<file path="src/rtl/mem_arbiter_pkg.sv">
// Shared encodings for the data-RAM arbiter: response owner, grant id, full byte mask.
// Pure declarations: no latency, no backpressure.
package mem_arbiter_pkg;

   typedef enum logic [1:0] {
      OWN_NONE  = 2'd0,
      OWN_IF    = 2'd1,
      OWN_LS_RD = 2'd2,
      OWN_LS_WR = 2'd3
   } resp_owner_t;

   localparam logic GNT_IF = 1'b0;
   localparam logic GNT_LS = 1'b1;

   localparam logic [3:0] BE_FULL = 4'hF;

endpackage

</file>
<file path="src/rtl/mem_arbiter_rr_arb2.sv">
// Two-input round-robin picker; grant is combinational from req and the last winner.
// No backpressure: a lone request always wins, a tie goes to whoever did not win last.
module rr_arb2
   import mem_arbiter_pkg::*;
(
   input  logic       clk,
   input  logic       rst,
   input  logic [1:0] req,
   output logic [1:0] gnt
);

   logic last_grant;

   always_comb begin
      gnt = 2'b00;
      if (req[GNT_IF] && (!req[GNT_LS] || last_grant == GNT_LS)) begin
         gnt[GNT_IF] = 1'b1;
      end else if (req[GNT_LS]) begin
         gnt[GNT_LS] = 1'b1;
      end
   end

   // Reset to LS so instruction fetch wins the first tie.
   always_ff @(posedge clk or negedge rst) begin
      if (!rst) begin
         last_grant <= GNT_LS;
      end else if (|gnt) begin
         last_grant <= gnt[GNT_LS];
      end
   end

endmodule

</file>
<file path="src/rtl/mem_arbiter.sv">
// Shares a single-port RAM between fetch and load/store; same-cycle grant, response 1 cycle later.
// Losing requester holds its request until granted; ties alternate so nobody waits more than one cycle.
module mem_arbiter
   import mem_arbiter_pkg::*;
#(
   parameter int ADDR_W = 7,
   parameter int DATA_W = 32,
   parameter int CNT_W  = 16
) (
   input  logic              clk,
   input  logic              rst,
   input  logic              if_req,
   input  logic [ADDR_W-1:0] if_addr,
   input  logic              if_flush,
   output logic              if_gnt,
   output logic              if_rvalid,
   output logic [DATA_W-1:0] if_rdata,
   input  logic              ls_req,
   input  logic              ls_we,
   input  logic [ADDR_W-1:0] ls_addr,
   input  logic [3:0]        ls_be,
   input  logic [DATA_W-1:0] ls_wdata,
   output logic              ls_gnt,
   output logic              ls_rvalid,
   output logic [DATA_W-1:0] ls_rdata,
   output logic              ram_en,
   output logic              ram_wren,
   output logic [3:0]        ram_be,
   output logic [ADDR_W-1:0] ram_addr,
   output logic [DATA_W-1:0] ram_wdata,
   input  logic [DATA_W-1:0] ram_rdata,
   output logic [CNT_W-1:0]  contention_cnt
);

   logic [1:0]  gnt;
   resp_owner_t resp_owner;
   resp_owner_t resp_owner_nxt;

   rr_arb2 u_rr_arb2 (
      .clk (clk),
      .rst (rst),
      .req ({ls_req, if_req}),
      .gnt (gnt)
   );

   assign if_gnt = gnt[GNT_IF];
   assign ls_gnt = gnt[GNT_LS];

   always_comb begin
      ram_en         = 1'b0;
      ram_wren       = 1'b0;
      ram_be         = 4'h0;
      ram_addr       = '0;
      ram_wdata      = '0;
      resp_owner_nxt = OWN_NONE;
      if (if_gnt) begin
         ram_en         = 1'b1;
         ram_be         = BE_FULL;
         ram_addr       = if_addr;
         resp_owner_nxt = OWN_IF;
      end else if (ls_gnt) begin
         ram_en         = 1'b1;
         ram_wren       = ls_we;
         ram_be         = ls_we ? ls_be : BE_FULL;
         ram_addr       = ls_addr;
         ram_wdata      = ls_wdata;
         resp_owner_nxt = ls_we ? OWN_LS_WR : OWN_LS_RD;
      end
   end

   always_ff @(posedge clk or negedge rst) begin
      if (!rst) begin
         resp_owner <= OWN_NONE;
      end else begin
         resp_owner <= resp_owner_nxt;
      end
   end

   // Flush only hides the fetch response; the RAM read already happened.
   assign if_rvalid = (resp_owner == OWN_IF) && !if_flush;
   assign if_rdata  = if_rvalid ? ram_rdata : '0;
   assign ls_rvalid = (resp_owner == OWN_LS_RD) || (resp_owner == OWN_LS_WR);
   assign ls_rdata  = (resp_owner == OWN_LS_RD) ? ram_rdata : '0;

   always_ff @(posedge clk or negedge rst) begin
      if (!rst) begin
         contention_cnt <= '0;
      end else if (if_req && ls_req && (contention_cnt != {CNT_W{1'b1}})) begin
         contention_cnt <= contention_cnt + 1'b1;
      end
   end

endmodule

</file>
<file path="config.mk">
export PLATFORM = sky130hd
export DESIGN_NAME = mem_arbiter
export DESIGN_NICKNAME = d
export VERILOG_FILES = /design/src/rtl/mem_arbiter_pkg.sv /design/src/rtl/mem_arbiter_rr_arb2.sv /design/src/rtl/mem_arbiter.sv
export SDC_FILE = /design/constraint.sdc
export NUM_CORES = 1
export LEC_CHECK = 0
export BUFFER_PORTS_ARGS = -buffer_cell sky130_fd_sc_hd__clkbuf_2
export CORE_AREA = 5 5 81 83
export DETAILED_ROUTE_END_ITERATION = 6
export DIE_AREA = 0 0 86 88
export MAX_ROUTING_LAYER = met4
export PLACE_DENSITY = 0.76
export SYNTH_ARGS = -nofsm -noshare
export SYNTH_HDL_FRONTEND = slang
export SYNTH_SLANG_ARGS = --single-unit
</file>
<file path="constraint.sdc">
create_clock -name clk -period 3.05 [get_ports clk]
set_input_delay 0.1525 -clock clk [delete_from_list [all_inputs] [get_ports clk]]
set_output_delay 0.1525 -clock clk [all_outputs]
set_load 0.05 [all_outputs]
</file>
; ---- Word-level counts from Yosys, hierarchy flattened
; Cells that the tools add are included.
[totals]
inputBits = 88
elab_cells = 36
out_inout_bits = 129
reg_bits = 19
[op_classes]
eq_ne = 4
n_mux = 19
add_sub_neg = 1
reduce_logical = 9
[ops]
columns = operator, n
row1 = $mux W32, 4
row2 = $add A16 B1 Y16 const B, 1
row3 = $ne A16 B16 Y1 const B, 1
row4 = $mux W7, 2
row5 = $mux W4, 3
row6 = $mux W1, 8
row7 = $eq A2 B2 Y1 const B, 2
row8 = $logic_and A1 B1 Y1, 4
row9 = $mux W2, 2
row10 = $eq A2 B1 Y1 const B, 1
row11 = $logic_not A1 Y1, 2
row12 = $logic_or A1 B1 Y1, 2
row13 = $reduce_or A2 Y1, 1

; ---- Logic depth before layout (Yosys ltp)
; Gate-level depths: netlist (run 1).
[depth]
word_depth = 6
mapped_depth = 6

; ---- Hierarchy
; A second synthesis (run 1) with hierarchy kept.
[hier_totals]
hier_cells = 215
area_unflattened_um2 = 1739.2
[by_module_without_submodules]
columns = module, instances, area_each_um2, cells_each
row1 = mem_arbiter, 1, 1685.4, 209
row2 = rr_arb2, 1, 53.8, 6

; ---- Least setup slack after synthesis (run 1)
; OpenSTA, ideal clock, no wires.
[synth_path]
path_type = flip-flop to output port
from = register resp_owner[1]
to = output if_rdata[22]
slack_ps = 1024
t_arrival_ps = 1873
path_buffers = 1
path_stages_with_launch = 4
cell_sequence = dfrtp_1 > nor3b_1 > clkbuf_1 > and2_1
[synth_via]
elab_chain_cells = 3
[synth_rtl]
columns = element, line_no
row1 = start: declaration, mem_arbiter.sv:36  ; resp_owner_t resp_owner;
row2 = start signal: assignment, mem_arbiter.sv:75  ; resp_owner <= resp_owner_nxt;
row3 = $eq A2 B1 Y1, mem_arbiter.sv:80  ; assign if_rvalid = (resp_owner == OWN_IF) && !if_flush;
row4 = $logic_and A1 B1 Y1, mem_arbiter.sv:80
row5 = via if_rvalid, mem_arbiter.sv:16  ; output logic if_rvalid,
row6 = $mux W32, mem_arbiter.sv:81  ; assign if_rdata = if_rvalid ? ram_rdata : '0;
row7 = end: declaration, mem_arbiter.sv:17  ; output logic [DATA_W-1:0] if_rdata,
; The timed path passes the listed nets, and every way through them passes these cells.

; ---- Worst setup path in the final report (run 1)
[layout_path]
from = register u_rr_arb2.last_grant
to = output ram_addr[5]
[layout_via]
elab_chain_cells = 5
elab_cells_between_ends = 6
[layout_rtl]
columns = element, line_no
row1 = start: declaration, mem_arbiter_rr_arb2.sv:12  ; logic last_grant;
row2 = start signal: assignment, mem_arbiter_rr_arb2.sv:28  ; last_grant <= gnt[GNT_LS];
row3 = $logic_or A1 B1 Y1 *, mem_arbiter_rr_arb2.sv:16  ; if (req[GNT_IF] && (!req[GNT_LS] || last_grant == GNT_LS)) begin
row4 = $logic_and A1 B1 Y1 *, mem_arbiter_rr_arb2.sv:16
row5 = $mux W1, mem_arbiter_rr_arb2.sv:16
row6 = $mux W7, mem_arbiter.sv:61  ; end else if (ls_gnt) begin
row7 = $mux W7 *, mem_arbiter.sv:56  ; if (if_gnt) begin
row8 = end: declaration, mem_arbiter.sv:29  ; output logic [ADDR_W-1:0] ram_addr,
; Every way passes the cells marked *; elsewhere a longest branch is shown, timed or not.

==> flow_summary.ini, run 1 <==
[synth]
synth_top_area_frac = 0.262
syn_area_per_cell_um2 = 7.61
synth-async-reset-ratio = 1.00
syn-num-nets = 315
synthTopCellsByCount = 66 x and2_1, 34 x and3_1, 26 x nand2_1, 18 x dfrtp_1, 16 x clkbuf_1
synth_top_area_cell = dfrtp_1
synthMostInstantiatedCell = and2_1
netlist_area_um2 = 1720
syn_inst = 226
synthTopCellsByArea = dfrtp_1 26%, and2_1 24%, and3_1 12%
synth_warnings = 0
synth_cell_types = 28
synth_seq_area_share = 0.277
ys_seq_elements = 19
yosys_most_used_dff = dfrtp_1
synth-edff-count = 0

[clock_tree]
clockRootBuffer = clkbuf_8
cts.reportedPaths.clkPinSlew_ns = 0.07
clockBufferDepth = 2
ctsResizeCount = 0
cts_num_sinks = 19
cts_tree = done
postCtsSetupRepairBufs = 0
h-tree-depth = 1
cts_buffers = 3
clkLatencyLatePin_ns = 0.25

[sta]
tns_ns = 0
fin_crit_ns = 2.25
setup_ws_ns = 0.802
fmax_ghz = 0.445
hold_viol = 0
setup_viol = 0
finalCritPeriodShare = 0.737
slew_headroom = 0.596
worst_pin_slew_ns = 0.605
finClkSkew_ns = 0.00257
maxSlewViolCount = 0
rsz0062_at_grt = no
holdWs_ns = 0.166

[die]
dieArea_um2 = 7570
die_h_um = 88
die_w_um = 86
num_rows = 28
coreArea_um2 = 5780
io_pins = 217
start_util = 0.298

[power]
power.ir.vdd_worst_uv = 571
p_per_area_nw_per_um2 = 447
p_leak_nw = 1.83

[layout]
areaGrowthSynthToFinish_pct = 68.5
diodes = 0
final_area_um2 = 2900
multi_input_area_um2 = 1150
fin_cells = 507
drive_gt1_frac = 0.539
fillers = 568
final_nets = 522
regArea_um2 = 477

[setup_path]
critPathArrivalTime_ns = 2.10
crit_slowest_cell = nand2_1
worstPathCellList = nand2b_1 -> nand2_1 -> clkinv_1 -> nand2_1 -> nand2_1 -> clkbuf_2
cp_max_fo = 26
crit_required_ns = 2.90
end_kind = output port
reg2reg_slack_ns = 1.24
critPathMostFrequentCell = nand2_1
critical-path-max-stage-delay_ns = 0.46
critPathLaunchType = flop
worstSetupPathType = flop to output port

[global_route]
grt_pass1_vias = 2245
antenna_found_initial = 0
grt.total_usage = 0.176
grt_max_degree = 51
grt_remaining_overflow = 0
grt_pass1_wl_um = 10700

[route]
viasPerCell = 4.59
wl_per_cell_um = 14.2
final_antenna_net_count = 0
vias = 2326
drcViolationCount = 0
wirelength_um = 7180
drtPass1Iterations = 4
initialDrtViolationCount = 64

[placed_design]
post-dp-hpwl_um = 6140
dpl_cell_area_um2 = 2840
gp_congestion = 0.889
pre_cts_ws_ns = 1.11
dp.cells = 502
io_buffers = 216

[run_status]
status = complete, no violations

[job]
maxCapViolCount = 0

[min_path]
hp-class = primary input to flop
flip-flops by register name (all words and copies together), names as in the netlist:
register / count
contention_cnt: 16
resp_owner: 2
u_rr_arb2.last_grant: 1
final timing paths:
check / startpoint / to / depth (start not counted)
max: u_rr_arb2.last_grant$_DFFE_PN1P_ / ram_addr[5] / 6
min: if_req / u_rr_arb2.last_grant$_DFFE_PN1P_ / 2
max reg2reg: contention_cnt[0]$_DFFE_PN0P_ / contention_cnt[1]$_DFFE_PN0P_ / 4
min reg2reg: contention_cnt[7]$_DFFE_PN0P_ / contention_cnt[7]$_DFFE_PN0P_ / 1
max in group asynchronous: rst / u_rr_arb2.last_grant$_DFFE_PN1P_ / 2
min in group asynchronous: rst / contention_cnt[7]$_DFFE_PN0P_ / 2
what timing repair did:
item	CTS	global route
endpoints found under the hold margin	18	0
setup endpoints to repair	0	0
hold buffers	1	0
cell families after synthesis:
group / synth area share
multiplexers: 0.0189
flip-flops: 0.277
buffers and inverters: 0.0596
AO/OA/AOI/OAI: 0.0364
AND/OR/NAND/NOR: 0.535
XOR/XNOR: 0.0662
adder cells (fa/ha/maj): 0.00727
critical path: cells and delay by family, from the launching register on:
family / cells / cell delay, ns
flip-flops: 1 / 0.37
buffers and inverters: 2 / 0.64
AND/OR/NAND/NOR: 4 / 0.83
power breakdown:
| group | switching, mW | internal (mW) | leakage, nW |
|---|---|---|---|
| sequential | 0.0563 | 0.295 | 0.243 |
| clock | 0.0834 | 0.0908 | 0.0255 |
| combinational | 0.574 | 0.196 | 1.56 |
cell type report:
type | count | area share
Clock buffer | 3 | 0.0142
Sequential cell | 19 | 0.164
Timing Repair Buffer | 221 | 0.387
Tap cell | 75 | 0.0324
Clock inverter | 1 | 0.00173
Inverter | 4 | 0.00518
Multi-Input combinational cell | 184 | 0.395
metal layers:
metal  up-vias  GRT usage  share of wire
li1       1158          -              -
met1      1014      0.209           0.37
met2       142      0.301           0.50
met3        12     0.0405           0.11
met4         0     0.0446          0.020
met5         -          -              0
metrics by stage:
stage / util / power, mW
6_report: 0.502 / 1.29
5_1_grt: 0.502 / 1.36
4_1_cts: 0.502 / 1.31
3_5_place_dp: 0.492 / 1.13
3_3_place_gp: 0.492 / 1.12
2_1_floorplan: - / 0.914
placed cells by master, fill, tap and decap left out, types with 3 or more instances in the layout:
cell / count
and2_1: 66
xnor2_1: 10
and3_1: 34
nand2_1: 26
inv_1: 3
dfrtp_1: 18
buf_4: 4
nand3_1: 11
clkbuf_8: 3
clkbuf_2: 216
xor2_1: 3
nor2_1: 4
o21ai_0: 5
nand4_1: 8
(Power assumes the default switching activity.)
==> run 2, diff against run 1 <==
--- a/config.mk
+++ b/config.mk
@@ -6,11 +6,11 @@
 export NUM_CORES = 1
 export LEC_CHECK = 0
 export BUFFER_PORTS_ARGS = -buffer_cell sky130_fd_sc_hd__clkbuf_2
-export CORE_AREA = 5 5 81 83
+export CORE_MARGIN = 5
+export CORE_UTILIZATION = 29
 export DETAILED_ROUTE_END_ITERATION = 6
-export DIE_AREA = 0 0 86 88
 export MAX_ROUTING_LAYER = met4
-export PLACE_DENSITY = 0.76
+export PLACE_DENSITY = 0.77
 export SYNTH_ARGS = -nofsm -noshare
 export SYNTH_HDL_FRONTEND = slang
 export SYNTH_SLANG_ARGS = --single-unit
==> constraint.sdc (replaced) <==
create_clock -name clk -period 1.87 [get_ports clk]
set_input_delay 0.0935 -clock clk [delete_from_list [all_inputs] [get_ports clk]]
set_output_delay 0.0935 -clock clk [all_outputs]
set_load 0.05 [all_outputs]
==> run 2 against run 1 <==
  * Global-route usage is 1.1 points higher
  * Combinational power rose by 77%
  * Final cell count grew 0.20%
  * Setup slack got worse by 0.73 ns
  * Critical path type is now flop to flop
  * Critical endpoint is now contention_cnt[1]$_DFFE_PN0P_
  * Largest power group unchanged
==> flow_summary.ini, run 2 (synthesis gave the netlist of run 1 again) <==
[run_status]
status = complete, no violations

[sta]
hold_viol = 0
finClkSkew_ns = 0.00762
maxSlewViolCount = 0
fin_crit_ns = 1.80
setup_viol = 0
slew_headroom = 0.686
rsz0062_at_grt = yes
fmax_ghz = 0.557
tns_ns = 0
setup_ws_ns = 0.0732
finalCritPeriodShare = 0.961
worst_pin_slew_ns = 0.470

[die]
coreArea_um2 = 5850
dieArea_um2 = 7570
start_util = 0.294
die_w_um = 87.0
io_pins = 217
die_h_um = 87.0
num_rows = 28

[clock_tree]
cts_buffers = 3
h-tree-depth = 1
cts.reportedPaths.clkPinSlew_ns = 0.07
clockRootBuffer = clkbuf_8
cts_num_sinks = 19
clkLatencyLatePin_ns = 0.26
cts_tree = done
postCtsSetupRepairBufs = 0
clockBufferDepth = 2

[global_route]
grt_remaining_overflow = 0
antenna_found_initial = 0
grt_pass1_vias = 2239
grt.total_usage = 0.187
grt_max_degree = 40
grt_pass1_wl_um = 11100

[power]
power.ir.vdd_worst_uv = 950
p_per_area_nw_per_um2 = 685
p_leak_nw = 1.93

[route]
drt-met1-wl_um = 2830
met3WireLength_um = 736
vias = 2373
final_antenna_net_count = 0
wirelength_um = 7660
drcViolationCount = 0
drtPass1Iterations = 5
highest_layer = met4
initialDrtViolationCount = 45
wl_per_cell_um = 15.1
viasPerCell = 4.67
dr_wl_met2_um = 3890

[placed_design]
post-dp-hpwl_um = 6540
pre_cts_ws_ns = 0.0959
io_buffers = 216
gp_congestion = 0.841

[layout]
layout_commonest_cell = clkbuf_2
diodes = 0
drive_gt1_frac = 0.545
top_regs = contention_cnt x16, resp_owner x2, u_rr_arb2.last_grant x1
fillers = 525
final_nets = 523
top_register = contention_cnt
final_cell_mix = 191 x clkbuf_2, 66 x and2_1, 34 x and3_1, 26 x nand2_1, 23 x buf_12
areaGrowthSynthToFinish_pct = 89.7
largest_reg_flops = 16

[setup_path]
worstPathCellList = ha_1 -> and4_2 -> a41oi_4 -> mux2_2
crit_slowest_cell = dfrtp_2
end_kind = flop
critPathLaunchType = flop
critical-path-max-stage-delay_ns = 0.44
cp_max_fo = 12
critPathArrivalTime_ns = 1.94
worstSetupPathType = flop to flop
cp_top_family = flip-flops
crit_required_ns = 2.02
critPathBufInv = 0

[job]
maxCapViolCount = 0

[min_path]
hp-class = primary input to flop
## run 2: stage by stage
| step | std cells | area, um2 | hold slack [ns] | utilization | power [mW] |
|---|---|---|---|---|---|
| after floorplan | 226 | 1720 | -0.202 | - | 1.49 |
| after global placement | 503 | 3200 | 0.0603 | 0.546 | 1.92 |
| after detailed placement | 503 | 3200 | 0.0687 | 0.546 | 1.94 |
| after CTS | 508 | 3250 | 0.0783 | 0.556 | 2.24 |
| after global routing | 508 | 3260 | 0.0982 | 0.558 | 2.34 |
| final | 508 | 3260 | 0.0742 | 0.558 | 2.23 |
## run 2: power breakdown
| group | switching, mW | total [mW] | internal (mW) |
|---|---|---|---|
| Sequential | 0.0971 | 0.580 | 0.483 |
| Clock | 0.143 | 0.292 | 0.148 |
| Combinational | 0.958 | 1.36 | 0.404 |
| Total | 1.20 | 2.23 | 1.04 |
## run 2: area by class of cell
type	count	area, um2	area share
Multi-Input combinational cell	184	1150	0.351
Clock inverter	1	5.00	0.00153
Timing Repair Buffer	222	1480	0.454
Inverter	4	16.3	0.00498
Tap cell	75	93.8	0.0288
Clock buffer	3	41.3	0.0127
Sequential cell	19	478	0.146
## run 2: per-layer routing
metal  vias to the layer above  track usage
met2                       153        0.338
met5                         -            -
met4                         0       0.0524
li1                       1157            -
met3                        18       0.0426
met1                      1045        0.203
## run 2: path summary, 6_finish.rpt
path                                             startpoint                               end  slack [ns]  depth (start not counted)
max                           contention_cnt[0]$_DFFE_PN0P_     contention_cnt[1]$_DFFE_PN0P_        0.07                          4
min                                                  if_req  u_rr_arb2.last_grant$_DFFE_PN1P_        0.07                          2
max reg2reg                   contention_cnt[0]$_DFFE_PN0P_     contention_cnt[1]$_DFFE_PN0P_        0.07                          4
min reg2reg                u_rr_arb2.last_grant$_DFFE_PN1P_  u_rr_arb2.last_grant$_DFFE_PN1P_        0.49                          2
max in group asynchronous                               rst  u_rr_arb2.last_grant$_DFFE_PN1P_        1.15                          2
min in group asynchronous                               rst    contention_cnt[11]$_DFFE_PN0P_        0.36                          2
## run 2: worst reg2reg max path, cell delays in order, from the launching register on
cell	delay, ns
dfrtp_2	0.44
ha_1	0.24
and4_2	0.29
a41oi_4	0.33
mux2_2	0.38
## run 2: what timing repair did
item | CTS | global route
pin swaps | 0 | 0
gates cloned | 0 | 0
gates resized for setup | 1 | 5
hold buffers | 1 | 0
endpoints found under the hold margin | 18 | 0
setup endpoints to repair | 7 | 8
==> run 3, diff against run 2 <==
--- a/config.mk
+++ b/config.mk
@@ -6,11 +6,12 @@
 export NUM_CORES = 1
 export LEC_CHECK = 0
 export BUFFER_PORTS_ARGS = -buffer_cell sky130_fd_sc_hd__clkbuf_2
-export CORE_MARGIN = 5
-export CORE_UTILIZATION = 29
+export CORE_AREA = 5 5 81 83
 export DETAILED_ROUTE_END_ITERATION = 6
+export DIE_AREA = 0 0 86 88
+export GPL_ROUTABILITY_DRIVEN = 0
 export MAX_ROUTING_LAYER = met4
-export PLACE_DENSITY = 0.77
+export PLACE_DENSITY = 0.76
 export SYNTH_ARGS = -nofsm -noshare
 export SYNTH_HDL_FRONTEND = slang
 export SYNTH_SLANG_ARGS = --single-unit
==> constraint.sdc (replaced) <==
create_clock -name clk -period 1.7 [get_ports clk]
set_input_delay 0.085 -clock clk [delete_from_list [all_inputs] [get_ports clk]]
set_output_delay 0.085 -clock clk [all_outputs]
set_load 0.05 [all_outputs]
==> run 3 against run 2 <==
  * Register-to-register slack got worse by 0.02 ns
  * Via count increased by 2.4%
  * Flip-flop and latch count unchanged
  * Clock-buffer cell count unchanged
  * Critical endpoint is now contention_cnt[3]$_DFFE_PN0P_
  * Sequential share of layout area decreased by 0.49 points
  * Non-clock buffer count increased by 6
  * Global-route usage increased by 0.16 points
  * Critical path depth increased by 2
  * Final cell count increased by 1.4%
==> flow_summary.ini, run 3 (synthesis gave the netlist of run 1 again) <==
[route]
initialDrtViolationCount = 49
wl_per_cell_um = 14.7
viasPerCell = 4.72
drcViolationCount = 0
vias = 2431
wirelength_um = 7600
drtPass1Iterations = 6
final_antenna_net_count = 0

[clock_tree]
clockBufferDepth = 2
clkLatencyLatePin_ns = 0.26
clockRootBuffer = clkbuf_8
h-tree-depth = 1
cts_num_sinks = 19
cts.reportedPaths.clkPinSlew_ns = 0.07
cts_buffers = 3
cts_tree = done

[die]
dieArea_um2 = 7570
start_util = 0.298
num_rows = 28
die_w_um = 86
die_h_um = 88
coreArea_um2 = 5780
io_pins = 217

[layout]
final_nets = 529
postLayoutCoreUtil = 0.593
drive_gt1_frac = 0.599
top_regs = contention_cnt x16, resp_owner x2, u_rr_arb2.last_grant x1
final_cell_mix = 158 x clkbuf_2, 58 x and2_1, 32 x and3_1, 24 x buf_2, 23 x nand2_1
fin_cells = 515
areaGrowthSynthToFinish_pct = 99.3
final_area_um2 = 3430
top_register = contention_cnt
layout_commonest_cell = clkbuf_2
largest_reg_flops = 16

[placed_design]
dp.cells = 506
post-dp-hpwl_um = 6190
dpl_cell_area_um2 = 3190
io_buffers = 216

[sta]
hold_viol = 0
finClkSkew_ns = 0.00345
fmax_ghz = 0.606
slew_headroom = 0.691
rsz0062_at_grt = yes
setup_viol = 0
finalCritPeriodShare = 0.971
maxSlewViolCount = 0
worst_pin_slew_ns = 0.464
tns_ns = 0
fin_crit_ns = 1.65

[setup_path]
worstPathCellList = ha_4 -> and4_4 -> a41oi_4 -> buf_4 -> nand4_1 -> xnor2_1
critPathLaunchType = flop
crit_required_ns = 1.85
worstSetupPathType = flop to flop
critPathArrivalTime_ns = 1.80
cp_top_family = flip-flops
end_kind = flop
cp_max_fo = 4
crit_slowest_cell = dfrtp_2
critical-path-max-stage-delay_ns = 0.44
critPathBufInv = 1

[power]
p_per_area_nw_per_um2 = 763
power.ir.vdd_worst_uv = 1060
p_leak_nw = 2.00

[min_path]
hp-class = primary input to flop

[global_route]
antenna_found_initial = 1
grt_remaining_overflow = 0
grt.total_usage = 0.189
grt_pass1_wl_um = 11300
grt_max_degree = 47
grt_pass1_vias = 2384

[run_status]
status = complete, no violations

[job]
maxCapViolCount = 0
[run 3: area by class of cell]
type                    instances  area (um2)
clock buffers                   3        41.3
diodes                          1        2.50
multi-input cells             184        1200
repair buffers                228        1580
fillers                       500        2350
flip-flops and latches         19         485
well taps                      75        93.8
inverters                       4        22.5
clock inverters                 1        5.00
[run 3: metal layers]
| metal | global-route usage | vias up | wire length, um |
|---|---|---|---|
| li1 | - | 1176 | - |
| met1 | 0.209 | 1084 | 2750 |
| met2 | 0.337 | 155 | 3910 |
| met3 | 0.0508 | 16 | 814 |
| met4 | 0.0432 | 0 | 120 |
| met5 | - | - | 0 |
[run 3: power by group]
group	internal, mW	leakage, nW	switching (mW)
Combinational	0.561	1.74	1.11
Sequential	0.535	0.233	0.0879
Clock	0.163	0.0255	0.159
[run 3: worst register-to-register path, stage by stage, from the launching register on]
cell,delay [ns]
dfrtp_2,0.44
ha_4,0.17
and4_4,0.21
a41oi_4,0.27
buf_4,0.17
nand4_1,0.12
xnor2_1,0.15
[run 3: through the flow]
stage,worst slack [ns],hold slack [ns],power [mW]
2_1_floorplan,-0.0138,-0.211,1.68
3_3_place_gp,0.112,0.0524,2.15
3_5_place_dp,0.0480,0.0649,2.19
4_1_cts,0.000470,0.0990,2.58
5_1_grt,-0.0106,0.122,2.75
6_report,0.0499,0.105,2.62
[run 3: worst paths after layout]
check / cells after the start / slack, ns / startpoint / end
setup / recovery: 6 / 0.05 / contention_cnt[0]$_DFFE_PN0P_ / contention_cnt[3]$_DFFE_PN0P_
hold / removal: 3 / 0.11 / ls_we / resp_owner[0]$_DFF_PN0_
setup reg to reg: 6 / 0.05 / contention_cnt[0]$_DFFE_PN0P_ / contention_cnt[3]$_DFFE_PN0P_
hold reg to reg: 1 / 0.50 / contention_cnt[6]$_DFFE_PN0P_ / contention_cnt[6]$_DFFE_PN0P_
max in group asynchronous: 2 / 1.05 / rst / contention_cnt[12]$_DFFE_PN0P_
min in group asynchronous: 2 / 0.30 / rst / contention_cnt[2]$_DFFE_PN0P_
[run 3: timing repair]
| item | in CTS | in global routing |
|---|---|---|
| setup endpoints to repair | 33 | 68 |
| pin swaps | 1 | 5 |
| hold buffers | 1 | 0 |
| resized for setup | 24 | 56 |
| gates cloned | 1 | 0 |
| hold endpoints to repair | 18 | 0 |
| setup buffers | 0 | 2 |
